==> config.mk <==
export PLATFORM = sky130hd
export DESIGN_NAME = mem_stage_dcache
export DESIGN_NICKNAME = d
export VERILOG_FILES = /design/src/rtl/dcache_pkg.sv /design/src/rtl/dcache_array.sv /design/src/rtl/mem_stage_dcache.sv
export SDC_FILE = /design/constraint.sdc
export NUM_CORES = 2
export LEC_CHECK = 0
export CELL_PAD_IN_SITES_DETAIL_PLACEMENT = 2
export CELL_PAD_IN_SITES_GLOBAL_PLACEMENT = 2
export CORE_ASPECT_RATIO = 2
export CORE_UTILIZATION = 44
export CTS_BUF_LIST = sky130_fd_sc_hd__clkbuf_8
export DETAILED_ROUTE_END_ITERATION = 8
export GPL_ROUTABILITY_DRIVEN = 0
export PLACE_DENSITY = 0.95
export SKIP_CTS_REPAIR_TIMING = 1
export SLEW_MARGIN = 25
export SYNTH_ARGS = -nofsm -noshare
export SYNTH_HDL_FRONTEND = slang
export SYNTH_SLANG_ARGS = --single-unit
==> constraint.sdc <==
create_clock -name clk -period 23.6 [get_ports clk]
set_input_delay 4.72 -clock clk [delete_from_list [all_inputs] [get_ports clk]]
set_output_delay 4.72 -clock clk [all_outputs]
set_load 0.01 [all_outputs]
==> src/rtl/dcache_pkg.sv <==
// dcache_pkg: shared state type, geometry defaults and address split for the memory-stage data cache
package dcache_pkg;
  typedef enum logic [1:0] {IDLE, FILL, WRITE, RESP} state_t;
  localparam int IDX_BITS_DEF = 3;
  localparam int TAG_W_DEF = 64 - IDX_BITS_DEF - 3;
  localparam int LINES_DEF = 1 << IDX_BITS_DEF;
  // tag_sel=1 yields the tag field, 0 the index field; the caller truncates to the field width
  function automatic logic [63:0] addr_fields(input logic [63:0] a, input int ib, input logic tag_sel);
    return a >> (tag_sel ? ib + 3 : 3);
  endfunction
endpackage

==> src/rtl/dcache_array.sv <==
// dcache_array: valid/tag/data storage with combinational read, synchronous write and clear-all-valid
module dcache_array import dcache_pkg::*; #(
  parameter int IDX_BITS = IDX_BITS_DEF,
  parameter int TAG_W = 64 - IDX_BITS - 3
) (
  input  logic                clk,
  input  logic                clr,
  input  logic [IDX_BITS-1:0] rd_idx,
  output logic                rd_valid,
  output logic [TAG_W-1:0]    rd_tag,
  output logic [63:0]         rd_data,
  input  logic                we,
  input  logic                set_valid,
  input  logic [IDX_BITS-1:0] wr_idx,
  input  logic [TAG_W-1:0]    wr_tag,
  input  logic [63:0]         wr_data
);
  localparam int LINES = 1 << IDX_BITS;
  logic [LINES-1:0] valid_q, valid_d;
  logic [TAG_W-1:0] tag_q [LINES];
  logic [TAG_W-1:0] tag_d [LINES];
  logic [63:0] data_q [LINES];
  logic [63:0] data_d [LINES];
  always_comb begin
    valid_d = valid_q;
    tag_d = tag_q;
    data_d = data_q;
    if (we) begin
      valid_d[wr_idx] = valid_q[wr_idx] | set_valid;
      tag_d[wr_idx] = wr_tag;
      data_d[wr_idx] = wr_data;
    end
    if (clr) valid_d = '0;
  end
  always_ff @(posedge clk) begin
    valid_q <= valid_d;
    tag_q <= tag_d;
    data_q <= data_d;
  end
  assign rd_valid = valid_q[rd_idx];
  assign rd_tag = tag_q[rd_idx];
  assign rd_data = data_q[rd_idx];
endmodule

==> src/rtl/mem_stage_dcache.sv <==
// mem_stage_dcache: MEM stage with direct-mapped write-through no-allocate dcache and branch resolve
module mem_stage_dcache import dcache_pkg::*; #(
  parameter int IDX_BITS = IDX_BITS_DEF,
  parameter int CNT_W = 32
) (
  input  logic             clk,
  input  logic             rst_n,
  input  logic [63:0]      addr,
  input  logic [63:0]      write_data,
  input  logic             mem_read,
  input  logic             mem_write,
  input  logic             branch,
  input  logic             zero_flag,
  output logic             hit,
  output logic [63:0]      read_data,
  output logic             pc_src,
  output logic             mem_req,
  output logic             mem_we,
  output logic [63:0]      mem_addr,
  output logic [63:0]      mem_wdata,
  input  logic             mem_ack,
  input  logic [63:0]      mem_rdata,
  output logic [CNT_W-1:0] rd_hit_cnt,
  output logic [CNT_W-1:0] rd_miss_cnt,
  output logic [CNT_W-1:0] wr_cnt
);
  localparam int TAG_W = 64 - IDX_BITS - 3;
  state_t state_q, state_d;
  logic req_q, req_d, we_q, we_d;
  logic [63:0] addr_q, addr_d, wdata_q, wdata_d, resp_q, resp_d;
  logic [CNT_W-1:0] rh_q, rh_d, rm_q, rm_d, wc_q, wc_d;
  logic [63:0] lk_addr, arr_data, arr_wdata;
  logic [IDX_BITS-1:0] lk_idx;
  logic [TAG_W-1:0] lk_tag, arr_tag;
  logic arr_valid, lk_hit, arr_we;
  function automatic logic [CNT_W-1:0] sat_inc(input logic [CNT_W-1:0] c);
    return &c ? c : c + CNT_W'(1);
  endfunction
  // once a request is out, the registered line address drives lookup and update
  assign lk_addr = (state_q == IDLE) ? addr : addr_q;
  assign lk_idx = IDX_BITS'(addr_fields(lk_addr, IDX_BITS, 1'b0));
  assign lk_tag = TAG_W'(addr_fields(lk_addr, IDX_BITS, 1'b1));
  assign lk_hit = arr_valid && (arr_tag == lk_tag);
  assign arr_wdata = (state_q == FILL) ? mem_rdata : wdata_q;
  dcache_array #(.IDX_BITS(IDX_BITS), .TAG_W(TAG_W)) u_array (
    .clk(clk), .clr(!rst_n), .rd_idx(lk_idx), .rd_valid(arr_valid), .rd_tag(arr_tag),
    .rd_data(arr_data), .we(arr_we), .set_valid(state_q == FILL), .wr_idx(lk_idx),
    .wr_tag(lk_tag), .wr_data(arr_wdata)
  );
  always_comb begin
    state_d = state_q;
    req_d = req_q;
    we_d = we_q;
    addr_d = addr_q;
    wdata_d = wdata_q;
    resp_d = resp_q;
    rh_d = rh_q;
    rm_d = rm_q;
    wc_d = wc_q;
    arr_we = 1'b0;
    hit = 1'b1;
    read_data = '0;
    case (state_q)
      IDLE: begin
        if (mem_write) begin
          hit = 1'b0;
          state_d = WRITE;
          req_d = 1'b1;
          we_d = 1'b1;
          addr_d = {addr[63:3], 3'b000};
          wdata_d = write_data;
          wc_d = sat_inc(wc_q);
        end else if (mem_read && lk_hit) begin
          read_data = arr_data;
          rh_d = sat_inc(rh_q);
        end else if (mem_read) begin
          hit = 1'b0;
          state_d = FILL;
          req_d = 1'b1;
          we_d = 1'b0;
          addr_d = {addr[63:3], 3'b000};
          rm_d = sat_inc(rm_q);
        end
      end
      FILL: begin
        hit = 1'b0;
        if (mem_ack) begin
          arr_we = 1'b1;
          resp_d = mem_rdata;
          req_d = 1'b0;
          state_d = RESP;
        end
      end
      WRITE: begin
        hit = 1'b0;
        if (mem_ack) begin
          arr_we = lk_hit;
          req_d = 1'b0;
          state_d = RESP;
        end
      end
      default: begin
        read_data = we_q ? '0 : resp_q;
        state_d = IDLE;
      end
    endcase
    if (!rst_n) begin
      hit = 1'b1;
      read_data = '0;
    end
  end
  always_ff @(posedge clk) begin
    if (!rst_n) begin
      state_q <= IDLE;
      req_q <= 1'b0;
      we_q <= 1'b0;
      addr_q <= '0;
      wdata_q <= '0;
      resp_q <= '0;
      rh_q <= '0;
      rm_q <= '0;
      wc_q <= '0;
    end else begin
      state_q <= state_d;
      req_q <= req_d;
      we_q <= we_d;
      addr_q <= addr_d;
      wdata_q <= wdata_d;
      resp_q <= resp_d;
      rh_q <= rh_d;
      rm_q <= rm_d;
      wc_q <= wc_d;
    end
  end
  assign pc_src = branch & zero_flag;
  assign mem_req = req_q;
  assign mem_we = we_q;
  assign mem_addr = addr_q;
  assign mem_wdata = wdata_q;
  assign rd_hit_cnt = rh_q;
  assign rd_miss_cnt = rm_q;
  assign wr_cnt = wc_q;
endmodule

Word level (Yosys, flattened, before mapping) --
Index checks and enable logic that the tools add are counted.
Word-level totals: output and inout port bits 292, bits in registers 1276, bits of input ports 199, logic and storage cells 115
Operators by class: bitwise operators 8, magnitude comparators 4, add/sub/neg operators 3, reductions and logical operators 19, equal/unequal tests 7, muxes and demuxes 48
Operators by type and width (number):
- $mux 64 | 12
- $bwmux 512 | 1
- $bwmux 464 | 1
- $bmux 64 s3 | 1
- $demux 64 s3 | 1
- $bmux 58 s3 | 1
- $demux 58 s3 | 1
- $mux 58 | 3
- $pmux 64 s2 | 1
- $add 32x1->32 const B | 3
- $reduce_and 32->1 | 3
- $eq 58x58->1 | 1
- $mux 1 | 15
- $reduce_and 3->1 | 3
- $bwmux 8 | 1
- $mux 2 | 4
- $reduce_and 4->1 | 2
- $ne 3x3->1 const B | 2
- $pmux 1 s2 | 3
- $not 1->1 | 5
- $reduce_and 5->1 | 1
- $ge 4x4->1 const B | 1
- $logic_and 1x1->1 | 4
- $lt 3x4->1 const B | 1
- other kinds (16) | 18

Logic depth before layout (Yosys ltp) --
word-level depth 13, depth in mapped cells 20

Cells and area by module --
A second synthesis with hierarchy kept.
Unflattened totals: cell total of the unflattened synthesis 3289, area total of the unflattened synthesis 52312.7 µm²
By module, submodules not included:
- dcache_array | cells an instance 1453, area each 37762.5 µm², seq. area each 29468.3 µm², times used 1
- mem_stage_dcache | cells an instance 1836, area each 14550.2 µm², seq. area each 5785.5 µm², times used 1

Worst setup path after synthesis --
No wires, ideal clock.
path type input -> register, start input addr[4], end register u_array.data_q[320] in the netlist's numbering (enable), library setup time 0.752 ns, required time 22.848 ns, arrival time 15.305 ns, path buffers 3, stages on the path 12, path slack 7.543 ns, path through or3b_2 -> clkbuf_1 -> nand2_2 -> buf_6 -> buf_4 -> a32oi_1 -> a21o_1 -> a221oi_2 -> nand4_1 -> nor4_4 -> a31oi_1 -> nor3_1
Between the ends: longest elaborated chain between the ends 9, elaborated cells on any way between the ends 11, classes of those cells eq/ne (1); mux (8); bitwise (1); reduce/logical (1)
RTL lines:
- from (decl) | RTL line mem_stage_dcache.sv:8 | input logic [63:0] addr,
- $mux 64 * | RTL line mem_stage_dcache.sv:40 | assign lk_addr = (state_q == IDLE) ? addr : addr_q;
- $not 3->4 (not written as such) | RTL line dcache_array.sv:41 | assign rd_tag = tag_q[rd_idx];
- $bmux 58 s3 | RTL line dcache_array.sv:41
- $mux 58 (not written as such) (2 in a row) | RTL line dcache_array.sv:41
- $eq 58x58->1 | RTL line mem_stage_dcache.sv:43 | assign lk_hit = arr_valid && (arr_tag == lk_tag);
- $logic_and 1x1->1 * | RTL line mem_stage_dcache.sv:43
- $mux 1 * | RTL line mem_stage_dcache.sv:96 | if (mem_ack) begin
- $pmux 1 s2 * | RTL line mem_stage_dcache.sv:63 | case (state_q)
- to (signal assigned) | RTL line dcache_array.sv:38 | data_q <= data_d;
- to (decl) | RTL line dcache_array.sv:22 | logic [63:0] data_q [LINES];
Mark *: on every way between the ends. The rest lies on a longest branch, timed or not. The select of a mux whose other input is x is not followed. A chain may end at the register's enable or synchronous reset.

Final worst setup path --
start input addr[3], end output read_data[51]
Between the ends: longest elaborated chain between the ends 12, elaborated cells on any way between the ends 17, classes of those cells eq/ne (1); mux (13); bitwise (1); reduce/logical (2)
RTL lines:
- $mux 64 * | RTL line mem_stage_dcache.sv:40
- $not 3->4 (not written as such) | RTL line dcache_array.sv:41, dcache_array.sv:42
- $bmux 58 s3 | RTL line dcache_array.sv:41
- $mux 58 (not written as such) (2 in a row) | RTL line dcache_array.sv:41
- $eq 58x58->1 | RTL line mem_stage_dcache.sv:43
- $logic_and 1x1->1 | RTL line mem_stage_dcache.sv:43
- $logic_and 1x1->1 | RTL line mem_stage_dcache.sv:73 | end else if (mem_read && lk_hit) begin
- $mux 64 * | RTL line mem_stage_dcache.sv:73
- $mux 64 * | RTL line mem_stage_dcache.sv:65 | if (mem_write) begin
- $pmux 64 s2 * | RTL line mem_stage_dcache.sv:63
- $mux 64 * | RTL line mem_stage_dcache.sv:107 | if (!rst_n) begin
- to (decl) | RTL line mem_stage_dcache.sv:15 | output logic [63:0] read_data,
Marked as above.

==> run_results.csv <==
group,metric,value,unit
global_routing,overflow,0,
timing,final_max_slew_viol_count,0,
power,p_leak,20.6,nW
floorplan,ios,491,
synthesis,syn_inst,4001,
timing,setup_viol,0,
min_path,holdPathStages,2,
cts,clk_latency,0.97,ns
power,power_frac_comb,28.1,%
power,switching_share,37.2,%
synthesis,syn_avg_cell_area,12.8,µm²
power,fin_total_pwr,0.00648,W
synthesis,synth_top_area_share,57.4,%
worst_setup_path,r2r_cells,14,
global_routing,antenna_found_initial,21,
cts,cts_tree,"done",
layout,post-route-util,52.9,%
power,power_switching,0.00241,W
layout,regArea,0.0353,mm²
layout,multi_input_area,0.0146,mm²
detailed_routing,dr.pass1.iters,6,
floorplan,die_w,243,µm
cts,path_clk_slew,0.08,ns
detailed_routing,via_per_inst,6.72,
flow_run,drv_cap,0,
detailed_routing,wl,243000,µm
global_routing,grt_max_degree,124,
timing,tightest_slew,1.16,ns
floorplan,initial_core_util,44.4,%
worst_setup_path,cp-end-kind,"output port",
min_path,min_from,"resp_q[15]",
global_routing,grt_pass1_vias,44129,
timing,rsz0062_at_grt,"no",
min_path,hold_path_class,"flip-flop to flip-flop",
global_routing,grt_pass1_wl,327000,µm
synthesis,async_flop_share,0,%
power,share_seq_of_total_power,42.4,%
timing,fin_crit,17.40,ns
detailed_routing,dr_total_vias,41350,
timing,timing.final.ws_setup,6.20,ns
synthesis,synth-edff-count,976,
power,ir_drop,99.2,µV
worst_setup_path,required,18.88,ns
detailed_routing,ant_nets,0,
worst_setup_path,startpoint,"addr[3]",
detailed_routing,drc,0,
power,p_per_area,107,mW/mm²
floorplan,die_height,484,µm
synthesis,yosysSeqAreaShare,69.1,%
placed_design,dp_slack,6.28,ns
layout,syn2layout_area_growth,19.2,%
timing,hold_violations,0,
worst_setup_path,worstPathMaxFanout,64,
worst_setup_path,r2r-start,"state_q[1]",
timing,slew_headroom,22.5,%
synthesis,yosys.area.top_type,"edfxtp_1",
outcome,status,"finished, final reports clean",
cts,clock-sinks,1273,
timing,period_share,73.7,%
cts,cts.path.max_buffers,3,
timing,timing.fmax,57.5,MHz
layout,drive_gt1_share,10.0,%
worst_setup_path,critical_path_class,"input port to output port",
floorplan,core-area,0.115,mm²
detailed_routing,wl_per_cell,39.5,µm
placed_design,io_buffers,484,
synthesis,ys.flop_type,"edfxtp_1",
cts,clockRootBuffer,"clkbuf_8",
power,clockPowerShare,29.5,%
timing,skew,0.0879,ns
layout,nFillCells,10694,
global_routing,grt_util_all_layers,38.3,%
synthesis,synth.cell_area,0.0510,mm²
floorplan,core.rowCount,176,
placed_design,dp_hpwl,134000,µm
timing,fin_setup_tns,0,ns
floorplan,die-area,0.117,mm²
power,p_int,0.00407,W
synthesis,yosys-top-cells-area,"edfxtp_1, dfxtp_1, nand2_1, mux2i_1, mux2_2",
cts,htree_levels,4,
worst_setup_path,startpoint_type,"input port",
layout,nNetsFinal,4667,
synthesis,ys_ff_latch,1273,
cts,cts_inserted_buffers,180,
synthesis,synth_cell_types,70,
detailed_routing,drt_iter0_drc,4500,
synthesis,ys_warn_count,0,
worst_setup_path,crit_arrival,12.68,ns
[area by class of cell]
class,instances,share of cell area [%]
diodes,23,0.0946
clock buffers,200,4.53
clock inverters,136,1.38
inverters,24,0.156
multi-input cells,2441,24.0
flip-flops and latches,1273,58.0
well taps,1513,3.11
repair buffers,541,8.75
[routing by layer]
layer	vias up	global-route usage, %	part of all wire, %
met5	-	0	0.013
met4	6	21.5	6.9
met3	988	9.47	9.3
met2	3138	66.9	50
met1	21223	42.1	34
li1	15995	-	-
[cells in the mapped netlist, types with 15 or more instances]
library cell	count
o22a_1	18
a32oi_1	90
o31ai_1	32
mux2_2	111
buf_4	20
o211ai_1	29
or4_1	33
o221ai_1	44
nor4_1	21
nand2b_1	21
edfxtp_1	976
nand4_1	32
buf_2	45
dfxtp_1	297
and2_1	15
inv_1	24
buf_1	27
clkbuf_1	157
o21ai_0	109
or3_1	31
nor3_1	32
a21oi_1	237
nand3_1	88
o22ai_1	151
nand2_1	839
xor2_1	22
mux2i_1	194
nor2_1	116
and3_1	46
[cell families after synthesis]
family | count (synthesis) | share of synthesized area, %
fa+ha+maj | 7 | 0.172
buf+inv | 289 | 2.63
compound gates | 790 | 10.0
xor+xnor | 29 | 0.498
simple gates | 1306 | 11.3
mux | 306 | 6.28
flops | 1273 | 69.1
other cells | 1 | 0.00735
[cell usage in the layout, fill, tap and decap left out, types with 30 or more instances in the layout]
master	synthesis	layout
a21oi_1	237	237
a32oi_1	90	90
and3_1	46	46
buf_4	20	53
clkbuf_8	0	200
clkdlybuf4s50_1	0	483
clkinv_1	0	35
dfxtp_1	297	297
edfxtp_1	976	976
inv_1	24	76
mux2_2	111	111
mux2i_1	194	193
nand2_1	839	833
nand3_1	88	87
nand4_1	32	32
nor2_1	116	116
o21ai_0	109	109
o221ai_1	44	44
o22ai_1	151	151
o31ai_1	32	32
or3_1	31	30
or4_1	33	33
[stage by stage]
stage	std cells	cell area [µm²]	hold WS, ns
floorplan	4003	51100	0.437
global placement	5792	57200	0.441
detailed placement	5792	57200	0.463
CTS	6128	60800	0.474
global route	6141	60800	0.516
finish	6151	60800	0.479
[path summary, 6_finish.rpt]
path | to | slack (ns)
setup reg to reg | u_array.data_q[95] | 15.09
hold reg to reg | resp_q[15] | 0.48
setup / recovery | read_data[51] | 6.20
hold / removal | resp_q[15] | 0.48
[registers in the layout (all words and copies together) (netlist names)]
name,flops
mem_wdata,64
mem_req,1
resp_q,64
u_array.tag_q,464
rd_miss_cnt,32
rd_hit_cnt,32
mem_we,1
mem_addr,61
u_array.valid_q,8
state_q,2
u_array.data_q,512
wr_cnt,32
[power by group through the flow]
stage | Sequential, W | Combinational, W | Clock (W)
4_1_cts | 0.00274 | 0.00176 | 0.00187
3_3_place_gp | 0.00276 | 0.00152 | 0
2_1_floorplan | 0.00278 | 0.000981 | 0
6_report | 0.00275 | 0.00182 | 0.00191
5_1_grt | 0.00275 | 0.00186 | 0.00198
3_5_place_dp | 0.00278 | 0.00169 | 0
[worst max-delay path, cell delays in order]
cell	delay, ns
clkdlybuf4s50_1	0.66
mux2_8	0.64
buf_4	0.78
nand2_1	0.23
a32oi_1	0.42
and3_1	0.26
o22a_1	0.28
nand4_1	0.29
nor4_4	0.76
nand3_4	0.73
or3_2	0.97
buf_4	0.43
o21ai_0	0.58
clkdlybuf4s50_1	0.78
Note: power is estimated with default switching activity, not from simulation.
